### config.mk
export PLATFORM = sky130hd
export DESIGN_NAME = m_axi_txn_arbiter_flat
export DESIGN_NICKNAME = d
export VERILOG_FILES = /design/src/rtl/m_axi_txn_arbiter_if.sv /design/src/rtl/m_axi_txn_arbiter.sv /design/src/flat_wrapper.sv
export SDC_FILE = /design/constraint.sdc
export NUM_CORES = 1
export LEC_CHECK = 0
export CAP_MARGIN = 20
export CORE_MARGIN = 2
export CORE_UTILIZATION = 54
export DETAILED_ROUTE_END_ITERATION = 6
export HOLD_SLACK_MARGIN = 0.05
export PLACE_DENSITY = 0.79
export SLEW_MARGIN = 20
export SYNTH_ARGS = -nofsm -noshare
export SYNTH_HDL_FRONTEND = slang
export SYNTH_SLANG_ARGS = --single-unit
### constraint.sdc
create_clock -name m_axi_aclk -period 2.3 [get_ports m_axi_aclk]
set_input_delay 0.46 -clock m_axi_aclk [delete_from_list [all_inputs] [get_ports m_axi_aclk]]
set_output_delay 0.46 -clock m_axi_aclk [all_outputs]
set_load 0.01 [all_outputs]
### src/rtl/m_axi_txn_arbiter_if.sv
// Transaction-control bundle between requesters, the arbiter and the burst master.
// The master modport is the arbiter side; slave is the requester/master environment side.
interface m_axi_txn_arbiter_if #(
  parameter int NUM_REQ = 4
);
  logic [NUM_REQ-1:0] req_valid;
  logic [NUM_REQ-1:0] grant;
  logic [NUM_REQ-1:0] req_done;
  logic [NUM_REQ-1:0] req_error;
  logic               txn_start;
  logic               txn_done;
  logic               txn_error;
  logic               busy;
  logic [7:0]         err_cnt;
  logic [7:0]         timeout_cnt;

  modport master (
    input  req_valid, txn_done, txn_error,
    output grant, req_done, req_error, txn_start, busy, err_cnt, timeout_cnt
  );

  modport slave (
    output req_valid, txn_done, txn_error,
    input  grant, req_done, req_error, txn_start, busy, err_cnt, timeout_cnt
  );
endinterface

### src/rtl/m_axi_txn_arbiter.sv
// Round-robin arbiter sharing one burst master's start/done/error handshake among
// NUM_REQ requesters, with a completion watchdog and saturating error/timeout counters.
module m_axi_txn_arbiter #(
  parameter int NUM_REQ        = 4,
  parameter int TIMEOUT_CYCLES = 1024
) (
  input  logic                     m_axi_aclk,
  input  logic                     m_axi_areset,
  m_axi_txn_arbiter_if.master      bus
);

  localparam int              IDX_W      = (NUM_REQ > 1) ? $clog2(NUM_REQ) : 1;
  localparam logic            TMO_EN_C   = (TIMEOUT_CYCLES != 0);
  localparam logic [15:0]     TMO_LAST_C = (TIMEOUT_CYCLES != 0) ? 16'(TIMEOUT_CYCLES - 1) : 16'd0;
  localparam logic [IDX_W-1:0] LAST_RST_C = IDX_W'(NUM_REQ - 1);

  typedef enum logic [1:0] {
    ST_IDLE  = 2'd0,
    ST_START = 2'd1,
    ST_WAIT  = 2'd2,
    ST_RESP  = 2'd3
  } state_e;

  function automatic logic [NUM_REQ-1:0] onehot_f(input logic [IDX_W-1:0] idx);
    logic [NUM_REQ-1:0] vec;
    vec      = '0;
    vec[idx] = 1'b1;
    return vec;
  endfunction

  function automatic logic [7:0] sat_inc_f(input logic [7:0] cnt);
    return (cnt == 8'hFF) ? cnt : cnt + 8'd1;
  endfunction

  state_e             state_r, state_nxt_s;
  logic [NUM_REQ-1:0] grant_r, grant_nxt_s;
  logic [NUM_REQ-1:0] done_r, done_nxt_s;
  logic [NUM_REQ-1:0] error_r, error_nxt_s;
  logic               start_r, start_nxt_s;
  logic               busy_r, busy_nxt_s;
  logic [15:0]        wdog_r, wdog_nxt_s;
  logic               err_lat_r, err_lat_nxt_s;
  logic               tmo_lat_r, tmo_lat_nxt_s;
  logic [IDX_W-1:0]   gidx_r, gidx_nxt_s;
  logic [IDX_W-1:0]   last_grant_r, last_nxt_s;
  logic [7:0]         err_cnt_r, err_cnt_nxt_s;
  logic [7:0]         tmo_cnt_r, tmo_cnt_nxt_s;
  logic               pick_found_s;
  logic [IDX_W-1:0]   pick_idx_s;

  // Round-robin search: first requester at or above last_grant+1, wrapping.
  always_comb begin
    int sum_v;
    int cand_v;
    sum_v        = 0;
    cand_v       = 0;
    pick_found_s = 1'b0;
    pick_idx_s   = '0;
    for (int i = 0; i < NUM_REQ; i++) begin
      sum_v  = int'(last_grant_r) + 1 + i;
      cand_v = (sum_v >= NUM_REQ) ? (sum_v - NUM_REQ) : sum_v;
      if (!pick_found_s && bus.req_valid[cand_v[IDX_W-1:0]]) begin
        pick_found_s = 1'b1;
        pick_idx_s   = cand_v[IDX_W-1:0];
      end else begin
        pick_found_s = pick_found_s;
      end
    end
  end

  // Next-state and next-output computation; every output is registered from these.
  always_comb begin
    state_nxt_s   = state_r;
    grant_nxt_s   = grant_r;
    done_nxt_s    = '0;
    error_nxt_s   = '0;
    start_nxt_s   = 1'b0;
    wdog_nxt_s    = wdog_r;
    err_lat_nxt_s = err_lat_r;
    tmo_lat_nxt_s = tmo_lat_r;
    gidx_nxt_s    = gidx_r;
    last_nxt_s    = last_grant_r;
    err_cnt_nxt_s = err_cnt_r;
    tmo_cnt_nxt_s = tmo_cnt_r;

    case (state_r)
      ST_IDLE: begin
        if (pick_found_s) begin
          state_nxt_s = ST_START;
          grant_nxt_s = onehot_f(pick_idx_s);
          gidx_nxt_s  = pick_idx_s;
          start_nxt_s = 1'b1;
        end else begin
          grant_nxt_s = '0;
        end
      end
      ST_START: begin
        wdog_nxt_s    = 16'd0;
        err_lat_nxt_s = 1'b0;
        tmo_lat_nxt_s = 1'b0;
        state_nxt_s   = ST_WAIT;
      end
      ST_WAIT: begin
        // A done in the same cycle as the watchdog expiry is a normal completion.
        if (bus.txn_done) begin
          err_lat_nxt_s = bus.txn_error;
          tmo_lat_nxt_s = 1'b0;
          done_nxt_s    = grant_r;
          error_nxt_s   = bus.txn_error ? grant_r : '0;
          state_nxt_s   = ST_RESP;
        end else if (TMO_EN_C && (wdog_r == TMO_LAST_C)) begin
          err_lat_nxt_s = 1'b1;
          tmo_lat_nxt_s = 1'b1;
          done_nxt_s    = grant_r;
          error_nxt_s   = grant_r;
          state_nxt_s   = ST_RESP;
        end else begin
          wdog_nxt_s = wdog_r + 16'd1;
        end
      end
      ST_RESP: begin
        if (err_lat_r) begin
          err_cnt_nxt_s = sat_inc_f(err_cnt_r);
        end else begin
          err_cnt_nxt_s = err_cnt_r;
        end
        if (tmo_lat_r) begin
          tmo_cnt_nxt_s = sat_inc_f(tmo_cnt_r);
        end else begin
          tmo_cnt_nxt_s = tmo_cnt_r;
        end
        last_nxt_s  = gidx_r;
        grant_nxt_s = '0;
        state_nxt_s = ST_IDLE;
      end
      default: begin
        state_nxt_s = ST_IDLE;
        grant_nxt_s = '0;
      end
    endcase

    busy_nxt_s = (state_nxt_s != ST_IDLE);
  end

  // State and output registers with synchronous reset.
  always_ff @(posedge m_axi_aclk) begin
    if (m_axi_areset) begin
      state_r      <= ST_IDLE;
      grant_r      <= '0;
      done_r       <= '0;
      error_r      <= '0;
      start_r      <= 1'b0;
      busy_r       <= 1'b0;
      wdog_r       <= 16'd0;
      err_lat_r    <= 1'b0;
      tmo_lat_r    <= 1'b0;
      gidx_r       <= '0;
      last_grant_r <= LAST_RST_C;
      err_cnt_r    <= 8'd0;
      tmo_cnt_r    <= 8'd0;
    end else begin
      state_r      <= state_nxt_s;
      grant_r      <= grant_nxt_s;
      done_r       <= done_nxt_s;
      error_r      <= error_nxt_s;
      start_r      <= start_nxt_s;
      busy_r       <= busy_nxt_s;
      wdog_r       <= wdog_nxt_s;
      err_lat_r    <= err_lat_nxt_s;
      tmo_lat_r    <= tmo_lat_nxt_s;
      gidx_r       <= gidx_nxt_s;
      last_grant_r <= last_nxt_s;
      err_cnt_r    <= err_cnt_nxt_s;
      tmo_cnt_r    <= tmo_cnt_nxt_s;
    end
  end

  assign bus.grant       = grant_r;
  assign bus.req_done    = done_r;
  assign bus.req_error   = error_r;
  assign bus.txn_start   = start_r;
  assign bus.busy        = busy_r;
  assign bus.err_cnt     = err_cnt_r;
  assign bus.timeout_cnt = tmo_cnt_r;

endmodule

### src/flat_wrapper.sv
// flat-port wrapper written by rule: the top's interface ports become plain ports
module m_axi_txn_arbiter_flat 
#(
  parameter int NUM_REQ        = 4,
  parameter int TIMEOUT_CYCLES = 1024
)
  (m_axi_aclk, m_axi_areset, bus_req_valid, bus_txn_done, bus_txn_error, bus_grant, bus_req_done, bus_req_error, bus_txn_start, bus_busy, bus_err_cnt, bus_timeout_cnt);
  m_axi_txn_arbiter_if #(.NUM_REQ(NUM_REQ)) bus_i ();
  input  logic m_axi_aclk;
  input  logic m_axi_areset;
  input wire logic [$bits(bus_i.req_valid)-1:0] bus_req_valid;
  input wire logic [$bits(bus_i.txn_done)-1:0] bus_txn_done;
  input wire logic [$bits(bus_i.txn_error)-1:0] bus_txn_error;
  output wire logic [$bits(bus_i.grant)-1:0] bus_grant;
  output wire logic [$bits(bus_i.req_done)-1:0] bus_req_done;
  output wire logic [$bits(bus_i.req_error)-1:0] bus_req_error;
  output wire logic [$bits(bus_i.txn_start)-1:0] bus_txn_start;
  output wire logic [$bits(bus_i.busy)-1:0] bus_busy;
  output wire logic [$bits(bus_i.err_cnt)-1:0] bus_err_cnt;
  output wire logic [$bits(bus_i.timeout_cnt)-1:0] bus_timeout_cnt;
  assign bus_i.req_valid = bus_req_valid;
  assign bus_i.txn_done = bus_txn_done;
  assign bus_i.txn_error = bus_txn_error;
  assign bus_grant = bus_i.grant;
  assign bus_req_done = bus_i.req_done;
  assign bus_req_error = bus_i.req_error;
  assign bus_txn_start = bus_i.txn_start;
  assign bus_busy = bus_i.busy;
  assign bus_err_cnt = bus_i.err_cnt;
  assign bus_timeout_cnt = bus_i.timeout_cnt;
  m_axi_txn_arbiter #(.NUM_REQ(NUM_REQ), .TIMEOUT_CYCLES(TIMEOUT_CYCLES)) u_core (.m_axi_aclk(m_axi_aclk), .m_axi_areset(m_axi_areset), .bus(bus_i));
endmodule
[Word-level counts from Yosys, hierarchy flattened]
Index checks and enable logic that the tools add are counted.
Word-level totals
  flip-flop bits (word level): 54
  input bits: 8
  logic and storage cells: 106
Operators by class
  add/sub/neg operators: 11
  bitwise operators: 4
  equal/unequal tests: 9
  magnitude comparators: 10
  mux-type cells: 41
  reduce and logical (&&, ||, !) cells: 18
Operator list (count)
  $ge A32 B4 Y1 const B: 3
  $mux W16: 2
  $pmux W16 S2: 1
  $mux W2: 11
  $mux W4: 5
  $add A16 B1 Y16 const B: 1
  $add A8 B1 Y8 const B: 2
  $eq A16 B10 Y1 const B: 1
  $eq A8 B8 Y1 const B: 2
  $lt A2 B3 Y1 const B: 5
  $mux W1: 13
  $reduce_and A3 Y1: 3
  $add A3 B2 Y4 const B: 2
  $bmux W1 S2: 4
  $pmux W2 S4: 1
  $pmux W4 S2: 1
  $sub A2 B1 Y2 const B: 4
  $reduce_bool A2 Y1: 3
  $add A3 B1 Y4 const B: 1
  $eq A2 B2 Y1 const B: 2
  $logic_and A1 B1 Y1: 4
  $ne A2 B2 Y1 const B: 2
  $not A1 Y1: 4
  $pmux W1 S2: 2
  10 further kinds: 14

[Depth between registers and ports, before layout]
Gate-level depths: netlist of the first run.
  depth after elaboration: 21
  mapped depth: 8
  gate-level depth less buffers: 6

[Worst setup path after synthesis of the first run]
OpenSTA, ideal clock, no wires.
  path type: reg2reg
  start: register u_core.state_r[0]
  end: register u_core.wdog_r[13]
  stages on the path, launching flop included: 8
  path slack: 0.364 ns
  data required time: 2.230 ns
  data arrival time: 1.866 ns
  buffers on the path: 1
  period minus slack after synthesis: 1.936 ns
  path through: dfxtp_1 inv_1 ha_1 a21boi_1 buf_2 nand2_1 or4_1 a21oi_1
Between the ends
  word-level cells in the longest chain between the ends: 3
  elaborated cells on any way between the ends: 7
  those cells by class: eq/ne: 4; mux: 1; reduce/logical: 2
Ends and longest elaborated chain
  start, declared: RTL line m_axi_txn_arbiter.sv:35  | state_e state_r, state_nxt_s;
  start signal, assigned: RTL line m_axi_txn_arbiter.sv:162  | state_r <= state_nxt_s;
  $eq A2 B2 Y1 / $eq A2 B1 Y1 (equally long branches): RTL line m_axi_txn_arbiter.sv:86  | case (state_r)
  $ne A2 B2 Y1 (no line) / $reduce_bool A2 Y1 (equally long branches)
  $reduce_and A3 Y1 (no line)
  end signal, assigned: RTL line m_axi_txn_arbiter.sv:168  | wdog_r <= wdog_nxt_s;
  end, declared: RTL line m_axi_txn_arbiter.sv:41  | logic [15:0] wdog_r, wdog_nxt_s;
Parallel ways exist; a longest one is shown, timed or not.
A chain may end at the register's enable or synchronous reset.

[Worst setup path in the final report of the first run]
  start: register u_core.state_r[0]
  end: register u_core.wdog_r[15]
The elaborated chain is that of the path after synthesis.

==> metrics, run 1 <==
Placed Area 3059 um^2; Hold Crit Start u_core.gidx_r[1]; post-layout instance area 3176 um^2; buffer count from post-CTS setup fixing 0; Root Buffer clkbuf_8; FF+latch area 1081 um^2; reg2reg start u_core.state_r[0]; clock-pin slew on the worst setup and hold paths 110 ps; Post-layout nets 354; Final ANT Viol Nets 0; Layout area overhead 21.90%; Top FF cell, synth dfxtp_1; Max-cap violations 0; gpl congestion 0.7840; CP Capture Type flop; CP required 2540 ps; Port Buffers 37; Max Slew Vio Count 0; RSZ-0062 raised after global routing no; status finished, final reports clean; placed cell count 385; number of DRC markers in iteration 0 125; Leakage 1.103 nW; type of origin of the critical path flop; WL final 5253 um; hold slack final 467.3 ps; Num CTS Buffers 5; total power 2.510 mW; clk_lat worst skew 320 ps; final setup TNS 0 ps; CTS tree done; floorplan row count 25; most frequent cells in the layout 54 x dfxtp_1, 37 x clkdlybuf4s50_1, 28 x nor2_1; Die Y 73.46 um; Avg WL per Cell 13.37 um; post-cts sizing count 0; hold_buf cts 0; Slew @ Worst Pin 493.7 ps; area of the multi-input gates 1454 um^2; fmax 494.0 MHz; HPWL after DPL 3720 um; Slew HR 0.6684; worst path arrival time 2270 ps; # diodes 0; Via Count 2297; crit-path max FO 11; clock sinks 54; final worst slack 275.6 ps; period utilization 0.8802; First-pass DRT Iterations 4; gr ovfl total 0; maximum clock insertion buffer count 2; I/O Pins 38; Die Wd 73.46 um; total number of yosys warnings 0; Layout Utilization 0.6768; layout cell share with drive strength beyond 1 0.07670; first-pass GRT wire length 8901 um; Netlist cell types 47; non-filler instance count after layout 393; Post-synth EDFFs 0; mapped cell area 2605 um^2; Clock Skew 12.14 ps; min-delay worst type reg2reg; Mean Syn Cell Area 8.801 um^2; Net Count, Synth 312; post-synthesis sequential area ratio 0.4150; Initial Util 0.5552; initial antenna violation count 0; DRC 0; pin count of the biggest net entering global routing 24; P per Cell Area 790.6 nW/um^2; total core area 4692 um^2; CP startpoint u_core.state_r[0]; worst setup path category reg2reg; H-tree lvl count 2; Hold Fails Final Rpt 0; pre-CTS WS 153.6 ps; die area 5396 um^2; Cells after Synth 296; # setup viols final 0; fillers 400; minimum clock period 2024 ps; vias in the first global route 2036; commonest non-fill, non-tap cell in the layout dfxtp_1; via/cell ratio 5.845; ys async rst share 0; worst vdd ir 0.4008 mV; #FFs+latches synth 54; Total GRT Usage 0.2060
==> critical path, cell delays in order, from the launching register on <==
cell and delay, ps:
dfxtp_1 440, inv_1 110, ha_1 300, a21boi_1 150
buf_4 180, nand3_1 140, or4_1 490, a21oi_1 140
==> final timing paths <==
kind	endpoint	slack (ps)	cells past startpoint
setup / recovery	u_core.wdog_r[15]	280	7
hold / removal	u_core.gidx_r[1]	470	2
setup reg to reg	u_core.wdog_r[15]	280	7
hold reg to reg	u_core.gidx_r[1]	470	2
==> sequential cells by signal, indices dropped and copies added, names as in the netlist <==
register and flops:
u_core.bus.req_done 4, u_core.bus.txn_start 1, u_core.gidx_r 2, u_core.bus.req_error 4, u_core.bus.err_cnt 8, u_core.last_grant_r 2
u_core.wdog_r 16, u_core.bus.grant 4, u_core.bus.timeout_cnt 8, u_core.err_lat_r 1, u_core.tmo_lat_r 1, u_core.state_r 2
u_core.bus.busy 1
==> layer usage <==
metal | track usage | share of wire
met1 | 0.2737 | 0.50
met3 | 0.05075 | 0.046
met2 | 0.3254 | 0.44
met4 | 0.07273 | 0.012
met5 | 0 | 0
==> cell type report <==
| class | instances | share of cell area |
|---|---|---|
| tap | 54 | 0.02128 |
| clock inverter | 3 | 0.01497 |
| clock buffer | 5 | 0.02167 |
| inverter | 9 | 0.01064 |
| timing repair buffer | 44 | 0.1332 |
| multi-input combinational | 224 | 0.4578 |
| sequential | 54 | 0.3404 |
==> power breakdown <==
group | internal, mW | switching (mW) | total (mW)
logic | 0.346 | 0.425 | 0.772
registers | 1.02 | 0.0704 | 1.09
clock network | 0.330 | 0.322 | 0.652
==> logic make-up after synthesis <==
kind of cell    after synthesis  synth area share
flops                        54            0.4150
compound gates               70            0.1753
buf+inv                      18           0.02689
simple gates                133            0.2978
fa+ha+maj                     8           0.03843
xor+xnor                      7           0.02354
mux                           6           0.02306
==> cells in the mapped netlist, types with 2 or more instances <==
master / instances / share of area
nor4_4: 3 / 0.024
a31oi_1: 3 / 0.0072
mux2i_1: 6 / 0.023
clkbuf_1: 6 / 0.0086
o21a_1: 2 / 0.0058
ha_1: 8 / 0.038
o211ai_1: 5 / 0.014
a32o_1: 2 / 0.0077
nand2_1: 23 / 0.033
or3b_2: 3 / 0.010
xnor2_1: 3 / 0.010
a211oi_1: 5 / 0.014
a21oi_1: 19 / 0.037
nand3_1: 14 / 0.027
a22o_1: 2 / 0.0067
and3_1: 5 / 0.012
a21bo_2: 2 / 0.0077
dfxtp_1: 54 / 0.41
o21ai_0: 15 / 0.029
nor2b_1: 6 / 0.014
a21o_1: 3 / 0.0086
buf_2: 2 / 0.0038
and2_1: 6 / 0.014
a211o_1: 2 / 0.0067
inv_1: 9 / 0.013
xor2_1: 4 / 0.013
nor3_1: 3 / 0.0058
o31ai_1: 4 / 0.012
and4_1: 4 / 0.013
nand4_1: 10 / 0.024
nand2b_1: 4 / 0.0096
nor2_1: 28 / 0.040
or4_1: 9 / 0.026
or3_1: 9 / 0.022
Note: power is estimated with default switching activity, not from simulation.
==> run 2: changes to the inputs <==
--- a/config.mk
+++ b/config.mk
@@ -9,7 +9,7 @@
 export CORE_MARGIN = 2
 export CORE_UTILIZATION = 54
 export DETAILED_ROUTE_END_ITERATION = 6
-export HOLD_SLACK_MARGIN = 0.05
+export HOLD_SLACK_MARGIN = 0.1
 export PLACE_DENSITY = 0.79
 export SLEW_MARGIN = 20
 export SYNTH_ARGS = -nofsm -noshare
==> results of run 2 <==
Same layout as run 1: the final DEF is identical, and so are final timing and power.
